File: src/rtl/pwm_multi_channel.sv
// Multi-channel PWM generator with a shared period counter and double-buffered duty.
// Duty changes land on period boundaries, either as a direct load or as a per-period ramp.
module pwm_multi_channel #(
    parameter int CNT_W     = 10,
    parameter int PERIOD    = 1000,
    parameter int NUM_CH    = 5,
    parameter int RAMP_STEP = 10,
    localparam int WR_W     = (NUM_CH > 1) ? $clog2(NUM_CH) : 1
) (
    input  logic              i_clk,
    input  logic              i_reset,
    input  logic              i_en,
    input  logic              i_ramp_en,
    input  logic              i_wr_en,
    input  logic [WR_W-1:0]   i_wr_ch,
    input  logic [CNT_W-1:0]  i_wr_duty,
    output logic [NUM_CH-1:0] o_pwm,
    output logic              o_period_start,
    output logic              o_settled
);

    localparam logic [CNT_W-1:0] PERIOD_C = CNT_W'(PERIOD);
    localparam logic [CNT_W-1:0] LAST_C   = CNT_W'(PERIOD - 1);
    localparam logic [CNT_W:0]   STEP_W   = (CNT_W + 1)'(RAMP_STEP);
    localparam logic [CNT_W-1:0] STEP_N   = CNT_W'(RAMP_STEP);

    logic [CNT_W-1:0]  cnt_q, cnt_d;
    logic [CNT_W-1:0]  tgt_q [NUM_CH];
    logic [CNT_W-1:0]  tgt_d [NUM_CH];
    logic [CNT_W-1:0]  act_q [NUM_CH];
    logic [CNT_W-1:0]  act_d [NUM_CH];
    logic [NUM_CH-1:0] pwm_q, pwm_d;
    logic              period_start_q, period_start_d;
    logic              boundary_s;
    logic              settled_s;

    function automatic logic [CNT_W-1:0] clamp_duty(input logic [CNT_W-1:0] duty);
        if (duty > PERIOD_C) begin
            return PERIOD_C;
        end else begin
            return duty;
        end
    endfunction

    // Difference is taken one bit wider so act/tgt near full scale cannot wrap.
    function automatic logic [CNT_W-1:0] ramp_next(input logic [CNT_W-1:0] act,
                                                   input logic [CNT_W-1:0] tgt);
        logic [CNT_W:0] diff;
        if (tgt > act) begin
            diff = {1'b0, tgt} - {1'b0, act};
            if (diff > STEP_W) begin
                return act + STEP_N;
            end else begin
                return tgt;
            end
        end else if (act > tgt) begin
            diff = {1'b0, act} - {1'b0, tgt};
            if (diff > STEP_W) begin
                return act - STEP_N;
            end else begin
                return tgt;
            end
        end else begin
            return act;
        end
    endfunction

    // Next-state for counter, target/active duty and outputs.
    always_comb begin
        boundary_s = i_en && (cnt_q == LAST_C);

        if (!i_en) begin
            cnt_d = {CNT_W{1'b0}};
        end else if (boundary_s) begin
            cnt_d = {CNT_W{1'b0}};
        end else begin
            cnt_d = cnt_q + CNT_W'(1);
        end

        period_start_d = i_en && (cnt_q == {CNT_W{1'b0}});
        settled_s      = 1'b1;

        for (int n = 0; n < NUM_CH; n++) begin
            if (i_wr_en && (i_wr_ch == WR_W'(n))) begin
                tgt_d[n] = clamp_duty(i_wr_duty);
            end else begin
                tgt_d[n] = tgt_q[n];
            end

            // While idle without ramping, follow the freshest target so enable starts on it.
            if (!i_en) begin
                if (i_ramp_en) begin
                    act_d[n] = act_q[n];
                end else begin
                    act_d[n] = tgt_d[n];
                end
            end else if (boundary_s) begin
                if (i_ramp_en) begin
                    act_d[n] = ramp_next(act_q[n], tgt_q[n]);
                end else begin
                    act_d[n] = tgt_q[n];
                end
            end else begin
                act_d[n] = act_q[n];
            end

            pwm_d[n] = i_en && (cnt_q < act_q[n]);

            if (act_q[n] != tgt_q[n]) begin
                settled_s = 1'b0;
            end else begin
                settled_s = settled_s;
            end
        end
    end

    // State and output registers with synchronous reset.
    always_ff @(posedge i_clk) begin
        if (i_reset) begin
            cnt_q          <= {CNT_W{1'b0}};
            pwm_q          <= {NUM_CH{1'b0}};
            period_start_q <= 1'b0;
            for (int n = 0; n < NUM_CH; n++) begin
                tgt_q[n] <= {CNT_W{1'b0}};
                act_q[n] <= {CNT_W{1'b0}};
            end
        end else begin
            cnt_q          <= cnt_d;
            pwm_q          <= pwm_d;
            period_start_q <= period_start_d;
            for (int n = 0; n < NUM_CH; n++) begin
                tgt_q[n] <= tgt_d[n];
                act_q[n] <= act_d[n];
            end
        end
    end

    assign o_pwm          = pwm_q;
    assign o_period_start = period_start_q;
    assign o_settled      = settled_s;

endmodule

File: config.mk
export PLATFORM = sky130hd
export DESIGN_NAME = pwm_multi_channel
export DESIGN_NICKNAME = d
export VERILOG_FILES = /design/src/rtl/pwm_multi_channel.sv
export SDC_FILE = /design/constraint.sdc
export NUM_CORES = 1
export LEC_CHECK = 0
export CELL_PAD_IN_SITES_DETAIL_PLACEMENT = 1
export CELL_PAD_IN_SITES_GLOBAL_PLACEMENT = 2
export CORE_MARGIN = 8
export CORE_UTILIZATION = 31
export DETAILED_ROUTE_END_ITERATION = 10
export GPL_ROUTABILITY_DRIVEN = 0
export HOLD_SLACK_MARGIN = 0.06
export PLACE_DENSITY = 0.7
export SLEW_MARGIN = 20
export SYNTH_ARGS = -nofsm -noshare
export SYNTH_HDL_FRONTEND = slang
export SYNTH_SLANG_ARGS = --single-unit
export TNS_END_PERCENT = 30
File: constraint.sdc
create_clock -name i_clk -period 11.2 [get_ports i_clk]
set_clock_uncertainty 0.05 [all_clocks]
set_input_delay 1.68 -clock i_clk [delete_from_list [all_inputs] [get_ports i_clk]]
set_output_delay 1.68 -clock i_clk [all_outputs]
set_load 0.01 [all_outputs]
Word-level counts from Yosys, hierarchy flattened
Memory sizes are Yosys's and may differ from the RTL's.
Cells that the tools add are included.
{ "op_classes": {"div_mod_pow": 0, "n_reduce_logical": 15, "shift": 0, "n_eq_ne": 10, "magnitude_cmp": 26, "n_mul": 0, "bitwise_logic": 11, "n_addsub": 21, "mux": 64} }
{ "ops": {"columns": ["op", "n"], "rows": [
  ["10-bit 2-to-1 mux", 56],
  ["11-bit by 4-bit > comparator with 1-bit output, second input constant", 10],
  ["10-bit by 10-bit subtractor with 11-bit output", 10],
  ["10-bit > comparator", 10],
  ["10-bit by 4-bit adder with 10-bit output, second input constant", 5],
  ["10-bit less-than comparator", 5],
  ["10-bit inequality test", 5],
  ["10-bit by 4-bit subtractor with 10-bit output, second input constant", 5],
  ["1-bit logical AND", 12],
  ["10-bit by 1-bit adder with 10-bit output, second input constant", 1],
  ["10-bit equality test, second input constant", 1],
  ["10-bit > comparator, second input constant", 1],
  ["10-bit logical NOT", 1],
  ["1-bit bitwise OR", 10],
  ["1-bit 2-to-1 mux", 8],
  ["3-bit by 2-bit equality test with 1-bit output, second input constant", 2],
  ["3-bit by 1-bit equality test with 1-bit output, second input constant", 1],
  ["3-bit equality test, second input constant", 1],
  ["3-bit logical NOT", 1],
  ["3-bit OR reduction", 1],
  ["1-bit inverter", 1]
]} }
{ "totals": {"mem_count": 2, "latchBits": 0, "rom_bits": 0, "inputBits": 18, "reg_bits": 16, "ram_bits": 100, "wordCells": 152, "out_inout_bits": 7} }
{ "mem_list": {"columns": ["memory", "depth", "width", "rd", "rd_ports_with_merged_regs", "write_ports", "line_no", "rtl"], "rows": [
  ["act_q", 5, 10, 5, 0, 5, "30", "logic [CNT_W-1:0] act_q [NUM_CH];"],
  ["tgt_q", 5, 10, 5, 0, 5, "28", "logic [CNT_W-1:0] tgt_q [NUM_CH];"]
]} }

Longest topological paths before layout
{ "depth": {"word_depth": 9, "ltp_mapped": 15, "ltp_nobuf": 13} }

Worst setup path after synthesis
OpenSTA, ideal clock, no wires.
{ "synth_timing": {"path_kind": "reg-to-output", "from": "memory act_q[4][4] (netlist: act_q[0][44])", "to": "output o_settled", "required_ns": 9.470, "t_arrival_ns": 2.684, "path_stages_with_launch": 10, "slack_ns": 6.786, "path_buffers": 2, "cell_sequence": "dfxtp_1 -> clkbuf_1 -> clkinv_1 -> ha_1 -> clkbuf_1 -> nand3_1 -> or4_1 -> nor4_1 -> nand3_1 -> nor4_1"} }
{ "synth_rtl": {"columns": ["element", "line_no", "rtl"], "rows": [
  ["start, declared", "30", null],
  ["end, declared", "19", "output logic o_settled"]
]} }

==> flow_summary.yaml <==
global_routing:
  grt_max_degree: 50
  grt_util_met3: 0.0262
  globalRoute.totalOverflow: 0
  globalRouteTotalUtil: 0.208
  globalRoute.busiestLayer: "met2"
  grt_pass1_vias: 14500
  globalRouteMet1Util: 0.287
  antenna_found_initial: 1
  use_met2: 0.339
  wire_length_of_the_first_global_routing_pass_um: 87300
yosys:
  post_synth_num_cell_types: 94
  mappedNetlistArea_um2: 13900
  syn-instance-count: 1915
  yosys_register_bits: 116
  synth_enable_flop_cells: 0
  dominant_register_cell_in_the_synthesized_netlist: "sky130_fd_sc_hd__dfxtp_1"
  synth_seq_area_share: 0.167
  synthesis.area_per_instance_um2: 7.26
  mappedNetlistNets: 2100
  synth-async-reset-ratio: 0
  synth_warnings: 0
clock_tree:
  clock_tree.root_cell: "sky130_fd_sc_hd__clkbuf_16"
  cts_hold_repair.buffers: 0
  numClockSinks: 116
  cts-htree-levels: 4
  insertion_delay_ps: 430
  cts-root-to-sink-buffers: 2
  post_cts.repair.setup_buffers: 0
  worst_setup_hold_path_clk_slew_ps: 60
  tritoncts: "built"
  cts_made_buffers: 17
  cts-resized-gates: 0
critical_path:
  setup.worst_path.class: "flip-flop to output port"
  start_kind: "flip-flop"
  crit_end_category: "output port"
  setup.worst_path.start: "act_q[0][44]$_SDFFE_PP0P_"
  worstPathRequired_ps: 9470
  worstReg2RegStart: "act_q[0][11]$_SDFFE_PP0P_"
  critical_path_peak_fanout: 16
  critical_path_arrival_ps: 4490
detailed_routing:
  drt_pass1_iterations: 5
  post_drt_via_cell_ratio: 5.87
  post_drt_wl_per_cell_um: 22.7
  first_iter_violations: 1048
  finalWirelength_um: 56100
  routed-via-count: 14500
  drc: 0
  number_of_nets_with_antenna_violations_after_detailed_routing: 0
final_layout:
  drive_gt1_frac: 0.0462
  fill_cells: 5432
  final_net_count: 2055
  multi_input_comb_area_um2: 10600
  antenna_cells: 0
  ff_latch_area_um2: 2320
  layout.core_utilization: 0.344
  flow.area_growth_from_synthesis_pct: 9.37
  layout.cells.most_common: "sky130_fd_sc_hd__nor2_1"
  layout_common_cells: "sky130_fd_sc_hd__nor2_1, sky130_fd_sc_hd__a21oi_1, sky130_fd_sc_hd__ha_1"
die:
  die_area_um2: 51900
  number_of_placed_i_o_pins: 25
  start_util: 0.314
  dieHeight_um: 228
  placement_rows: 77
  coreArea_um2: 44200
  die_w_um: 228
pwr:
  vdd.ir_drop.worst_uv: 75.9
  pwr_density_cell_nw_per_um2: 169
  leakage_nw: 6.04
timing:
  layout_worst_path_cycle_share: 0.555
  hold_viol: 0
  fin_crit_ps: 6220
  setup_viol: 0
  slew-limit-headroom: 0.230
  fmax_mhz: 161
  worst_slew_pin_slew_ps: 1160
  setup_repair_after_global_routing_missed_its_margin: "no"
  timing.final.max_slew_violations: 0
  finalSetupTns_ps: 0
flow_run:
  maxCapViolations: 0
place:
  place.port_buffers: 24
  post-dp-hpwl_um: 41600
status:
  status: "finished clean"
worst_hold_path:
  hold_start: "tgt_q[0][33]$_SDFF_PP0_"
  worst_hold_path_type: "flip-flop to flip-flop"
## worst paths after layout
path,to,slack (ps),cells after the start
setup / recovery,o_settled,4980,8
hold / removal,act_q[0][33]$_SDFFE_PP0P_,480,2
hold reg to reg,act_q[0][33]$_SDFFE_PP0P_,480,2
setup reg to reg,act_q[0][15]$_SDFFE_PP0P_,6390,11
## routing by layer
| metal | up-vias | wire length (um) |
|---|---|---|
| li1 | 6925 | - |
| met3 | 57 | 2100 |
| met4 | 0 | 1090 |
| met5 | - | 0 |
| met2 | 285 | 25800 |
| met1 | 7266 | 27100 |
## worst max-delay path, stage by stage (launching register included)
cell	delay (ps)
sky130_fd_sc_hd__dfxtp_1	550
sky130_fd_sc_hd__clkinv_1	350
sky130_fd_sc_hd__ha_1	670
sky130_fd_sc_hd__nand3_1	110
sky130_fd_sc_hd__or4_1	570
sky130_fd_sc_hd__nor4_1	730
sky130_fd_sc_hd__nand3_1	230
sky130_fd_sc_hd__nor4_1	250
sky130_fd_sc_hd__clkdlybuf4s50_1	600
## state kept, by name, indices dropped and copies added, names as in the netlist
signal,cells
o_period_start,1
o_pwm,5
act_q,50
tgt_q,50
cnt_q,10
## report_power, final
part / total, mW / internal, mW / switching [mW]
Clock: 0.599 / 0.379 / 0.220
Combinational: 1.46 / 0.565 / 0.899
Sequential: 0.513 / 0.447 / 0.0661
Total: 2.58 / 1.39 / 1.18
## cell type report
| type | count | share of cell area |
|---|---|---|
| Sequential cell | 116 | 0.153 |
| Clock inverter | 8 | 0.00798 |
| Inverter | 159 | 0.0392 |
| Tap cell | 592 | 0.0487 |
| Timing Repair Buffer | 41 | 0.0239 |
| Multi-Input combinational cell | 1535 | 0.694 |
| Clock buffer | 24 | 0.0330 |
## stage by stage
step	cell area [um2]	power (mW)	std cells	hold WS, ps	setup slack, ps
after floorplan	13900	1.59	1915	403	6790
after global placement	14600	1.95	2442	445	5280
after detailed placement	14600	1.96	2442	462	5260
after CTS	15200	2.57	2474	481	4790
after global routing	15200	2.76	2475	493	4720
final	15200	2.58	2475	477	4980
## cells by family (layout without fill, tap and decap cells)
family,after synthesis,after routing,share of synthesized area
XOR/XNOR,57,57,0.0359
AND/OR/NAND/NOR,629,629,0.218
flip-flops,116,116,0.167
AO/OA/AOI/OAI,636,636,0.316
buffers and inverters,264,232,0.0737
multiplexers,46,46,0.0338
adder cells (fa/ha/maj),167,167,0.156
## cell usage after synthesis (27+ instances only)
cell,number,area share
sky130_fd_sc_hd__nand3_1,76,0.027
sky130_fd_sc_hd__clkbuf_1,78,0.021
sky130_fd_sc_hd__nand2_1,131,0.035
sky130_fd_sc_hd__a221oi_1,27,0.017
sky130_fd_sc_hd__nor2_1,200,0.054
sky130_fd_sc_hd__nor3_1,54,0.019
sky130_fd_sc_hd__a31oi_1,33,0.015
sky130_fd_sc_hd__dfxtp_1,116,0.17
sky130_fd_sc_hd__ha_1,157,0.14
sky130_fd_sc_hd__xnor2_1,41,0.026
sky130_fd_sc_hd__a211oi_1,37,0.020
sky130_fd_sc_hd__mux2i_1,38,0.027
sky130_fd_sc_hd__a21oi_1,169,0.061
sky130_fd_sc_hd__o21ai_0,81,0.029
sky130_fd_sc_hd__a21o_1,50,0.027
sky130_fd_sc_hd__inv_1,156,0.042
Power figures use the tool's default switching activity.
